$ cat config.mk
export PLATFORM = sky130hd
export DESIGN_NAME = updi_rx_framer
export DESIGN_NICKNAME = d
export VERILOG_FILES = /design/src/rtl/updi_rx_framer.sv
export SDC_FILE = /design/constraint.sdc
export NUM_CORES = 1
export LEC_CHECK = 0
export CORE_MARGIN = 1
export CORE_UTILIZATION = 35
export CTS_CLUSTER_DIAMETER = 80
export CTS_CLUSTER_SIZE = 10
export DETAILED_ROUTE_END_ITERATION = 10
export PLACE_DENSITY_LB_ADDON = 0.2
export REMOVE_ABC_BUFFERS = 1
export SYNTH_ARGS = -nofsm -noshare
export SYNTH_HDL_FRONTEND = slang
export SYNTH_SLANG_ARGS = --single-unit
$ cat constraint.sdc
create_clock -name clk -period 4.31 [get_ports clk]
set_input_delay 0.862 -clock clk [delete_from_list [all_inputs] [get_ports clk]]
set_output_delay 0.862 -clock clk [all_outputs]
set_load 0.1 [all_outputs]
$ cat src/rtl/updi_rx_framer.sv
// UPDI line receiver: oversamples rxd, recovers 8E2 frames and writes one 12-bit status
// word per frame into a word memory through a csb0/web0/addr0 port.
module updi_rx_framer #(
  parameter int unsigned CLKS_PER_BIT = 16,
  parameter int unsigned ADDR_W       = 7
) (
  input  logic              clk,
  input  logic              rst,
  input  logic              en_n,
  input  logic              rxd,
  output logic              csb0,
  output logic              web0,
  output logic [ADDR_W-1:0] addr0,
  output logic [11:0]       o_data,
  output logic [ADDR_W:0]   count,
  output logic              busy,
  output logic              full
);

  localparam int unsigned CntW      = (CLKS_PER_BIT > 2) ? $clog2(CLKS_PER_BIT) : 1;
  localparam logic [CntW-1:0] HalfLast = CntW'(CLKS_PER_BIT / 2 - 1);
  localparam logic [CntW-1:0] BitLast  = CntW'(CLKS_PER_BIT - 1);
  localparam int unsigned MemWords  = 2 ** ADDR_W;
  localparam logic [ADDR_W:0] LastCount = (ADDR_W + 1)'(MemWords - 1);

  typedef enum logic [3:0] {
    StIdle, StHunt, StStart, StData, StParity, StStop1, StStop2, StWrite, StBrkWait, StDone
  } state_e;

  state_e              state_q, state_d;
  logic [1:0]          sync_q;
  logic                rxs;
  logic [CntW-1:0]     cnt_q, cnt_d;
  logic [2:0]          bit_q, bit_d;
  logic [7:0]          data_q, data_d;
  logic                par_q, par_d;
  logic                s1_q, s1_d;
  logic                csb0_q, csb0_d;
  logic [ADDR_W-1:0]   addr_q, addr_d;
  logic [11:0]         odata_q, odata_d;
  logic [ADDR_W:0]     count_q, count_d;
  logic                perr, ferr, brk;

  assign rxs = sync_q[1];

  // Status bits for the frame being closed; rxs is the second stop bit at that sample.
  assign perr = ^data_q ^ par_q;
  assign ferr = ~(s1_q & rxs);
  assign brk  = (data_q == 8'h00) & ~par_q & ~s1_q & ~rxs;

  always_comb begin
    state_d = state_q;
    cnt_d   = cnt_q + CntW'(1);
    bit_d   = bit_q;
    data_d  = data_q;
    par_d   = par_q;
    s1_d    = s1_q;
    addr_d  = addr_q;
    odata_d = odata_q;
    count_d = count_q;

    unique case (state_q)
      StIdle: begin
        cnt_d   = '0;
        addr_d  = '0;
        count_d = '0;
        if (!en_n) state_d = StHunt;
      end
      StHunt: begin
        cnt_d = '0;
        bit_d = '0;
        if (!rxs) state_d = StStart;
      end
      StStart: begin
        if (cnt_q == HalfLast) begin
          cnt_d   = '0;
          state_d = rxs ? StHunt : StData;
        end
      end
      StData: begin
        if (cnt_q == BitLast) begin
          cnt_d  = '0;
          data_d = {rxs, data_q[7:1]};
          bit_d  = bit_q + 3'd1;
          if (bit_q == 3'd7) state_d = StParity;
        end
      end
      StParity: begin
        if (cnt_q == BitLast) begin
          cnt_d   = '0;
          par_d   = rxs;
          state_d = StStop1;
        end
      end
      StStop1: begin
        if (cnt_q == BitLast) begin
          cnt_d   = '0;
          s1_d    = rxs;
          state_d = StStop2;
        end
      end
      StStop2: begin
        if (cnt_q == BitLast) begin
          cnt_d   = '0;
          odata_d = {brk, ferr, perr, par_q, data_q};
          state_d = StWrite;
        end
      end
      StWrite: begin
        cnt_d   = '0;
        addr_d  = addr_q + ADDR_W'(1);
        count_d = count_q + (ADDR_W + 1)'(1);
        // A full memory wins over a break so no word can ever be written past the end.
        if (count_q == LastCount) state_d = StDone;
        else if (odata_q[11])     state_d = StBrkWait;
        else                      state_d = StHunt;
      end
      StBrkWait: begin
        cnt_d = '0;
        if (rxs) state_d = StHunt;
      end
      StDone: begin
        cnt_d  = '0;
        addr_d = '0;
      end
      default: state_d = StIdle;
    endcase

    if (en_n) begin
      state_d = StIdle;
      addr_d  = '0;
      count_d = '0;
    end
  end

  assign csb0_d = (state_d != StWrite);

  always_ff @(posedge clk) begin
    if (!rst) begin
      sync_q  <= 2'b11;
      state_q <= StIdle;
      cnt_q   <= '0;
      bit_q   <= '0;
      data_q  <= '0;
      par_q   <= 1'b0;
      s1_q    <= 1'b0;
      csb0_q  <= 1'b1;
      addr_q  <= '0;
      odata_q <= '0;
      count_q <= '0;
    end else begin
      sync_q  <= {sync_q[0], rxd};
      state_q <= state_d;
      cnt_q   <= cnt_d;
      bit_q   <= bit_d;
      data_q  <= data_d;
      par_q   <= par_d;
      s1_q    <= s1_d;
      csb0_q  <= csb0_d;
      addr_q  <= addr_d;
      odata_q <= odata_d;
      count_q <= count_d;
    end
  end

  always_comb begin
    busy = 1'b0;
    unique case (state_q)
      StStart, StData, StParity, StStop1, StStop2, StWrite: busy = 1'b1;
      default: busy = 1'b0;
    endcase
  end

  assign full   = (state_q == StDone);
  assign csb0   = csb0_q;
  assign web0   = csb0_q;
  assign addr0  = addr_q;
  assign o_data = odata_q;
  assign count  = count_q;

endmodule

==> results of run 1 <==
==> kinds of logic (layout without fill, tap and decap cells) <==
family | count (synthesis) | in the layout | share of synthesized area, %
AO/OA/AOI/OAI | 55 | 55 | 15.63
XOR/XNOR | 12 | 12 | 4.102
adder cells (fa/ha/maj) | 9 | 9 | 4.395
buffers and inverters | 34 | 57 | 6.201
flip-flops | 51 | 51 | 39.84
multiplexers | 5 | 5 | 2.100
AND/OR/NAND/NOR | 132 | 132 | 27.73
==> power groups by stage <==
| stage | sequential, uW | combinational, uW | clock, uW |
|---|---|---|---|
| after floorplan | 486 | 15.2 | 0 |
| after global placement | 487 | 25.7 | 0 |
| after detailed placement | 487 | 25.6 | 0 |
| after CTS | 476 | 25.5 | 288 |
| after global routing | 477 | 27.7 | 313 |
| final | 476 | 25.6 | 276 |
==> worst max-delay path: stages (launching register included) <==
cell             delay [ps]
dfxtp_1                 670
nor2_1                  170
nor2_1                  140
clkdlybuf4s50_1        1150
==> state kept, by name (all words and copies together) (netlist names) <==
name / cells
bit_q: 3
addr0: 7
data_q: 8
o_data: 12
s1_q: 1
count: 8
state_q: 4
csb0: 1
sync_q: 2
par_q: 1
cnt_q: 4
==> cell usage after synthesis, types with 2 or more instances <==
cell and instances:
clkbuf_1 4, nand2_1 39, nand3_1 19, or4_4 2
o21ai_0 4, xor2_1 8, o21a_1 2, nor3_1 7
o31a_1 2, o21ai_1 2, and2_1 2, and3_1 4
a21oi_1 8, inv_1 14, a31oi_1 2, ha_1 9
nand3b_1 2, nand2b_1 5, o211a_1 3, nor2b_1 5
nor4_1 3, buf_2 10, dfxtp_1 51, nand4_1 7
mux2_2 3, nor2_1 23, xnor2_1 4, mux2i_1 2
a21boi_0 21, nand4b_1 2, buf_4 5
==> worst paths after layout <==
path	start	end	slack, ps
worst min-delay path	sync_q[0]	sync_q[1]	410
worst max register to register	cnt_q[0]	o_data[9]	2090
worst min register to register	sync_q[0]	sync_q[1]	410
worst max-delay path	state_q[1]	busy	1000
==> cell type report <==
cell class	instances	share of cell area [%]
Multi-Input combinational cell	213	45.98
Sequential cell	51	33.96
Timing Repair Buffer	35	11.49
Tap cell	96	3.995
Clock buffer	6	2.414
Inverter	14	1.748
Clock inverter	2	0.4161
==> per-stage QoR <==
step	util, %	TNS, ps
3_5_place_dp	42.07	0
2_1_floorplan	-	-216.3
3_3_place_gp	42.07	0
6_report	43.30	0
5_1_grt	43.30	0
4_1_cts	43.30	0
==> routing by layer <==
layer  global-route usage, %  wire length, um  vias up  part of all wire [%]
met1                   21.00             2713      965                    51
met5                       0                0        -                     0
met2                   22.44             2327       36                    44
met3                   2.828              227        5                   4.3
met4                   4.918               59        0                   1.1
li1                        -                -     1082                     -
==> results_dict.tcl, run 1 <==
set metrics [dict create \
    hpwl_um 3555 \
    cts_setup_buffers 0 \
    cts_hold_buffers 0 \
    antenna_cells 0 \
    synth_seq_cells 51 \
    synth-edff-count 0 \
    final_cell_mix "dfxtp_1, nand2_1, clkdlybuf4s50_1" \
    comb_power_share_pct 3.3 \
    period_minus_slack_ps 3312 \
    rsz0062_at_grt "no" \
    grt_max_degree 31 \
    preCtsSetupSlack_ps 1350 \
    finalHoldViolCount 0 \
    vias 2088 \
    start_util_pct 36.90 \
    grt_pass1_wl_um 8852 \
    power.total_uw 778.4 \
    hold_depth 1 \
    critPathRequiredTime_ps 3450 \
    synth_async_sr_flop_share_pct 0 \
    placed_cells 409 \
    relSlewSlack_pct 35.12 \
    synth-warning-count 0 \
    path_clk_slew_ps 100 \
    tritoncts "done" \
    routed_wl_um 5327 \
    drv_cap 0 \
    intPower_uw 598.2 \
    drc_errors 0 \
    setup_violations 0 \
    max_freq_mhz 301.9 \
    synth_area_leaders "dfxtp_1, a21boi_0, nand2_1, ha_1, nand3_1" \
    synth_cells 298 \
    clock-sinks 51 \
    drtIter0Drc 114 \
    grt_use_total_pct 14.78 \
    hold_slack_ps 413.8 \
    p_sw_share_pct 23.15 \
    die-width_um 87.57 \
    cp.arrival_ps 2450 \
    synth.top_cell.area_share_pct 39.84 \
    synth_top_cell_by_area "dfxtp_1" \
    placed_area_um2 2922 \
    fin_area_um2 3007 \
    clock_latency_ps 310 \
    grt_pass1_vias 1859 \
    finalNetCount 333 \
    endpoint_kind "output port" \
    power.density_nw_per_um2 258.9 \
    netlist-cell-type-count 55 \
    die_h_um 87.57 \
    port_buffers 34 \
    n_fill_cell 704 \
    htree_levels 2 \
    multi_input_area_um2 1383 \
    boundaryPins 35 \
    tightest_slew_ps 970.1 \
    crit_type "flip-flop to output port" \
    globalplace.congestion 0.7551 \
    drive_above_1_share_pct 6.854 \
    cts_buffers 5 \
    seq_power_share_pct 61.2 \
    vdd_drop_max_mv 0.1658 \
    postRouteAntennaNets 0 \
    cts_buffer_depth 2 \
    core_area_um2 6944 \
    ys_seq_area_share_pct 39.84 \
    viasPerCell 5.007 \
    overflow 0 \
    critPathMaxFanout 19 \
    layout_commonest_cell "dfxtp_1" \
    status "completed" \
    r2r_cells 5 \
    cts_resized 0 \
    power.switching_uw 180.2 \
    die_area_um2 7668 \
    layoutNonFillerInstCount 417 \
    wl_per_cell_um 12.77 \
    synth_area_um2 2562 \
    min_period_over_period_pct 76.85 \
    syn_avg_cell_area_um2 8.599 \
    min_path_type "flip-flop to flip-flop" \
    seq_area_um2 1021 \
    antenna_found_initial 0 \
    power.leakage_uw 0.001046 \
    final.setup_skew_ps 11.78 \
    power_frac_clock_pct 35.5 \
    critPathLaunchType "flip-flop" \
    drt_first_pass_iters 4 \
    drv_slew 0 \
    dominantRegCellSynth "dfxtp_1" \
    core.rowCount 30 \
    setup_slack_ps 997.6 \
    root_buffer "clkbuf_8" \
    syn2layout_area_growth_pct 17.33 \
]
Power figures use the tool's default switching activity.
==> run 2: changes to the inputs <==
==> constraint.sdc (replaced) <==
create_clock -name clk -period 3.3 [get_ports clk]
set_input_delay 0.66 -clock clk [delete_from_list [all_inputs] [get_ports clk]]
set_output_delay 0.66 -clock clk [all_outputs]
set_load 0.1 [all_outputs]
==> run 2 against run 1 <==
Compared with the run above:
- first-iteration DRC count is 20% lower
- non-clock buffer count stayed put
- sequential power grew 31%
- highest routed layer unchanged
- sequential share of layout area grew 0.31 points
- worst hold slack better by 0.62 ps
- clock power rose by 83%
- power up 49%
- critical path type unchanged
- final cell count did not move
- register-to-register slack got worse by 850 ps
- via count fell by 0.24%
- global-route usage decreased by 0.20 points
- count of clock-buffer cells in the layout unchanged
==> results_dict.tcl, run 2 (synthesized netlist as in run 1, its figures left out) <==
set metrics [dict create \
    status "completed" \
    relSlewSlack_pct 48.92 \
    vdd_drop_max_mv 0.2351 \
    cts_buffers 5 \
    setup_violations 0 \
    max_freq_mhz 387.7 \
    path_clk_slew_ps 90 \
    power.switching_uw 226.0 \
    power.density_nw_per_um2 389.8 \
    power_frac_clock_pct 43.6 \
    finalNetCount 333 \
    cts_resized 0 \
    drive_above_1_share_pct 16.20 \
    overflow 0 \
    die_h_um 87.57 \
    tritoncts "done" \
    met3_usage_pct 3.016 \
    grt_use_total_pct 14.58 \
    cts_buffer_depth 2 \
    antenna_cells 0 \
    critPathMaxFanout 20 \
    postRouteAntennaNets 0 \
    port_buffers 34 \
    period_minus_slack_ps 2579 \
    clock_latency_ps 300 \
    wl_per_cell_um 12.58 \
    grtUsageMet1_pct 19.18 \
    grt_max_degree 31 \
    endpoint_kind "output port" \
    grt_util_met2_pct 24.29 \
    n_fill_cell 731 \
    fin_area_um2 2979 \
    grt-busiest-layer "met2" \
    start_util_pct 36.90 \
    die_area_um2 7668 \
    syn2layout_area_growth_pct 16.26 \
    seq_power_share_pct 53.6 \
    cts_setup_buffers 0 \
    htree_levels 2 \
    critPathLaunchType "flip-flop" \
    vias 2083 \
    core_area_um2 6944 \
    die-width_um 87.57 \
    crit_type "flip-flop to output port" \
    drt_first_pass_iters 4 \
    drtIter0Drc 91 \
    antenna_found_initial 0 \
    largest_register_ffs 12 \
    routed_wl_um 5245 \
    final_cell_mix "dfxtp_1, nand2_1, buf_4" \
    min_path_type "flip-flop to flip-flop" \
    clock-sinks 51 \
    rsz0062_at_grt "no" \
    drv_slew 0 \
    layout_commonest_cell "dfxtp_1" \
    critPathRequiredTime_ps 2640 \
    comb_power_share_pct 2.8 \
    drc_errors 0 \
    cts_hold_buffers 0 \
    drv_cap 0 \
    grt_pass1_vias 1918 \
    r2r_setup_slack_ps 1240 \
    power.leakage_uw 0.001127 \
    fin_tns_setup_ps 0 \
    finalHoldViolCount 0 \
    cp.arrival_ps 1920 \
    boundaryPins 35 \
    grt_pass1_wl_um 8873 \
    globalplace.congestion 0.7452 \
    intPower_uw 935.4 \
    hpwl_um 3625 \
    tightest_slew_ps 762.1 \
    root_buffer "clkbuf_8" \
    p_sw_share_pct 19.46 \
    hold_slack_ps 414.4 \
    viasPerCell 4.995 \
    final.setup_skew_ps 7.858 \
    core.rowCount 30 \
    min_period_over_period_pct 78.16 \
    placed_area_um2 2846 \
]
run 2: area by class of cell:
cell class / count / area, um^2 / share of cell area [%]
clock buffer: 6 / 72.57 / 2.436
clock inverter: 2 / 60.06 / 2.016
inverter: 14 / 52.55 / 1.764
multi-input combinational: 213 / 1383 / 46.41
sequential: 51 / 1021 / 34.27
tap: 96 / 120.1 / 4.032
timing repair buffer: 35 / 270.3 / 9.072
run 2: routing by layer:
layer  wire length (um)  share of wire (%)
met5                  0                  0
met4                 26               0.50
met3                196                3.7
met2               2395                 46
met1               2626                 50
run 2: power groups by stage:
stage	clock, uW	combinational, uW	sequential (uW)
floorplan	0	19.8	635
finish	506	32.6	622
detailed placement	0	33.1	637
global route	549	36.3	623
CTS	520	33.3	622
global placement	0	33.1	637
run 2: per-stage QoR:
step           total power, uW  std cells  worst slack, ps  util (%)
2_1_floorplan            654.7        278            -1024         -
3_3_place_gp             669.9        409             1013     40.99
3_5_place_dp             669.8        409             1051     40.99
4_1_cts                   1176        417            702.5     42.90
5_1_grt                   1209        417            587.3     42.90
6_report                  1161        417            720.8     42.90
run 2: worst max-delay path: stages (launching register included):
cell     delay [ps]
dfxtp_1         760
inv_1           180
nor4_1          330
buf_4           350
run 2: final timing paths:
| kind | from | depth (start not counted) | endpoint |
|---|---|---|---|
| max | state_q[3] | 3 | full |
| min | sync_q[0] | 1 | sync_q[1] |
| max reg2reg | cnt_q[0] | 5 | bit_q[0] |
| min reg2reg | sync_q[0] | 1 | sync_q[1] |
==> run 3: changes to the inputs <==
==> constraint.sdc (replaced) <==
create_clock -name clk -period 2.4 [get_ports clk]
set_input_delay 0.48 -clock clk [delete_from_list [all_inputs] [get_ports clk]]
set_output_delay 0.48 -clock clk [all_outputs]
set_load 0.1 [all_outputs]
==> run 3 against run 2 <==
Compared with the run above:
- sequential power rose by 38%
- final cell count grew 1.7%
- worst hold slack barely moved
- first-iteration DRC count is 41% higher
- critical path type unchanged
- flip-flop and latch count did not move
- non-clock buffer count up 7
- via count increased by 1.5%
- global-route usage grew 0.36 points
- clock power is 6.1% lower
- count of clock-buffer cells in the layout rose by 1
- wire length up 2.4%
==> results_dict.tcl, run 3 (synthesized netlist as in run 1, its figures left out) <==
set metrics [dict create \
    setup_violations 0 \
    die_h_um 87.57 \
    min_path_type "flip-flop to flip-flop" \
    status "completed" \
    port_buffers 34 \
    drive_above_1_share_pct 17.99 \
    power.total_uw 1380 \
    die_area_um2 7668 \
    multi_input_area_um2 1383 \
    layout_commonest_cell "dfxtp_1" \
    final.setup_skew_ps 3.999 \
    cts_setup_buffers 0 \
    drtIter0Drc 128 \
    finalNetCount 340 \
    hpwl_um 3798 \
    n_fill_cell 717 \
    grt_pass1_vias 1986 \
    routed_wl_um 5373 \
    period_minus_slack_ps 2139 \
    die-width_um 87.57 \
    largest_register_ffs 12 \
    grt_use_total_pct 14.95 \
    wl_per_cell_um 12.67 \
    r2r_setup_slack_ps 480 \
    drv_cap 0 \
    reg2reg_to "count[7]" \
    endpoint_kind "output port" \
    vias 2114 \
    antenna_cells 0 \
    power.density_nw_per_um2 458.9 \
    startpoint "state_q[2]" \
    grt_max_degree 21 \
    critPathRequiredTime_ps 1920 \
    rsz0062_at_grt "no" \
    path_clk_slew_ps 90 \
    min_period_over_period_pct 89.13 \
    start_util_pct 36.90 \
    tightest_slew_ps 592.1 \
    clock_latency_ps 290 \
    r2r_start "state_q[2]" \
    cts_buffer_depth 2 \
    drv_slew 0 \
    viasPerCell 4.986 \
    antenna_found_initial 0 \
    final_cell_mix "dfxtp_1, nand2_1, buf_4" \
    boundaryPins 35 \
    critPathMaxFanout 19 \
    utilization_pct 43.30 \
    htree_levels 2 \
    vdd_drop_max_mv 0.2308 \
    finalHoldViolCount 0 \
    drc_errors 0 \
    root_buffer "clkbuf_8" \
    max_freq_mhz 467.5 \
    relSlewSlack_pct 60.47 \
    cp.arrival_ps 1660 \
    tritoncts "done" \
    syn2layout_area_growth_pct 17.33 \
    cts_buffers 5 \
    clock-sinks 51 \
    postRouteAntennaNets 0 \
    r2r_cells 4 \
    power.leakage_uw 0.001144 \
    grt_pass1_wl_um 9204 \
    overflow 0 \
    core_area_um2 6944 \
    endpoint "busy" \
    critPathLaunchType "flip-flop" \
    crit_type "flip-flop to output port" \
    globalplace.congestion 0.7501 \
    core.rowCount 30 \
    seq_area_um2 1022 \
    drt_first_pass_iters 4 \
]
run 3: area by class of cell:
cell class	count	area share (%)
tap	96	3.995
inverter	14	1.748
multi-input combinational	213	45.98
sequential	51	34.00
clock buffer	7	2.538
clock inverter	1	0.1665
timing repair buffer	42	11.57
run 3: timing repair:
item / in CTS / in global routing
setup endpoints to repair: 0 / 1
endpoints found under the hold margin: 0 / 0
gates resized for setup: 0 / 1
hold buffers: 0 / 0
run 3: layer usage:
layer	share of wire, %	up-vias	wire (um)	GRT usage (%)
met1	50	983	2664	20.01
met2	47	33	2511	25.21
li1	-	1096	-	-
met3	3.5	2	187	2.922
met5	0	-	0	0
met4	0.19	0	10	2.832
run 3: worst min-delay path by stage:
stage,start,endpoint,cells past startpoint
finish,sync_q[0],sync_q[1],1
global route,sync_q[0],sync_q[1],1
CTS,sync_q[0],sync_q[1],1
detailed placement,sync_q[0],sync_q[1],1
global placement,sync_q[0],sync_q[1],1
floorplan,sync_q[0],sync_q[1],1
run 3: critical path, cell delays in order (launching register included):
cell and delay [ps]:
dfxtp_1 710, nor2_1 210, nor2_1 240, buf_12 210
run 3: power breakdown:
| part | leakage, uW | switching, uW | internal (uW) |
|---|---|---|---|
| clock network | 0.0000422 | 270 | 205 |
| registers | 0.000412 | 7.70 | 848 |
| logic | 0.000690 | 24.6 | 23.8 |
| total | 0.00114 | 302 | 1080 |
run 3: through the flow:
| step | hold slack (ps) | instances | setup TNS (ps) | instance area, um^2 | setup slack (ps) |
|---|---|---|---|---|---|
| after CTS | 417.5 | 424 | 0 | 3005 | 99.19 |
| after detailed placement | 396.7 | 416 | 0 | 2924 | 444.6 |
| after floorplan | 386.3 | 278 | -1801 | 2456 | -1744 |
| after global placement | 393.9 | 416 | 0 | 2924 | 471.5 |
| after global routing | 439.0 | 424 | 0 | 3007 | 145.8 |
| final | 414.4 | 424 | 0 | 3007 | 260.8 |
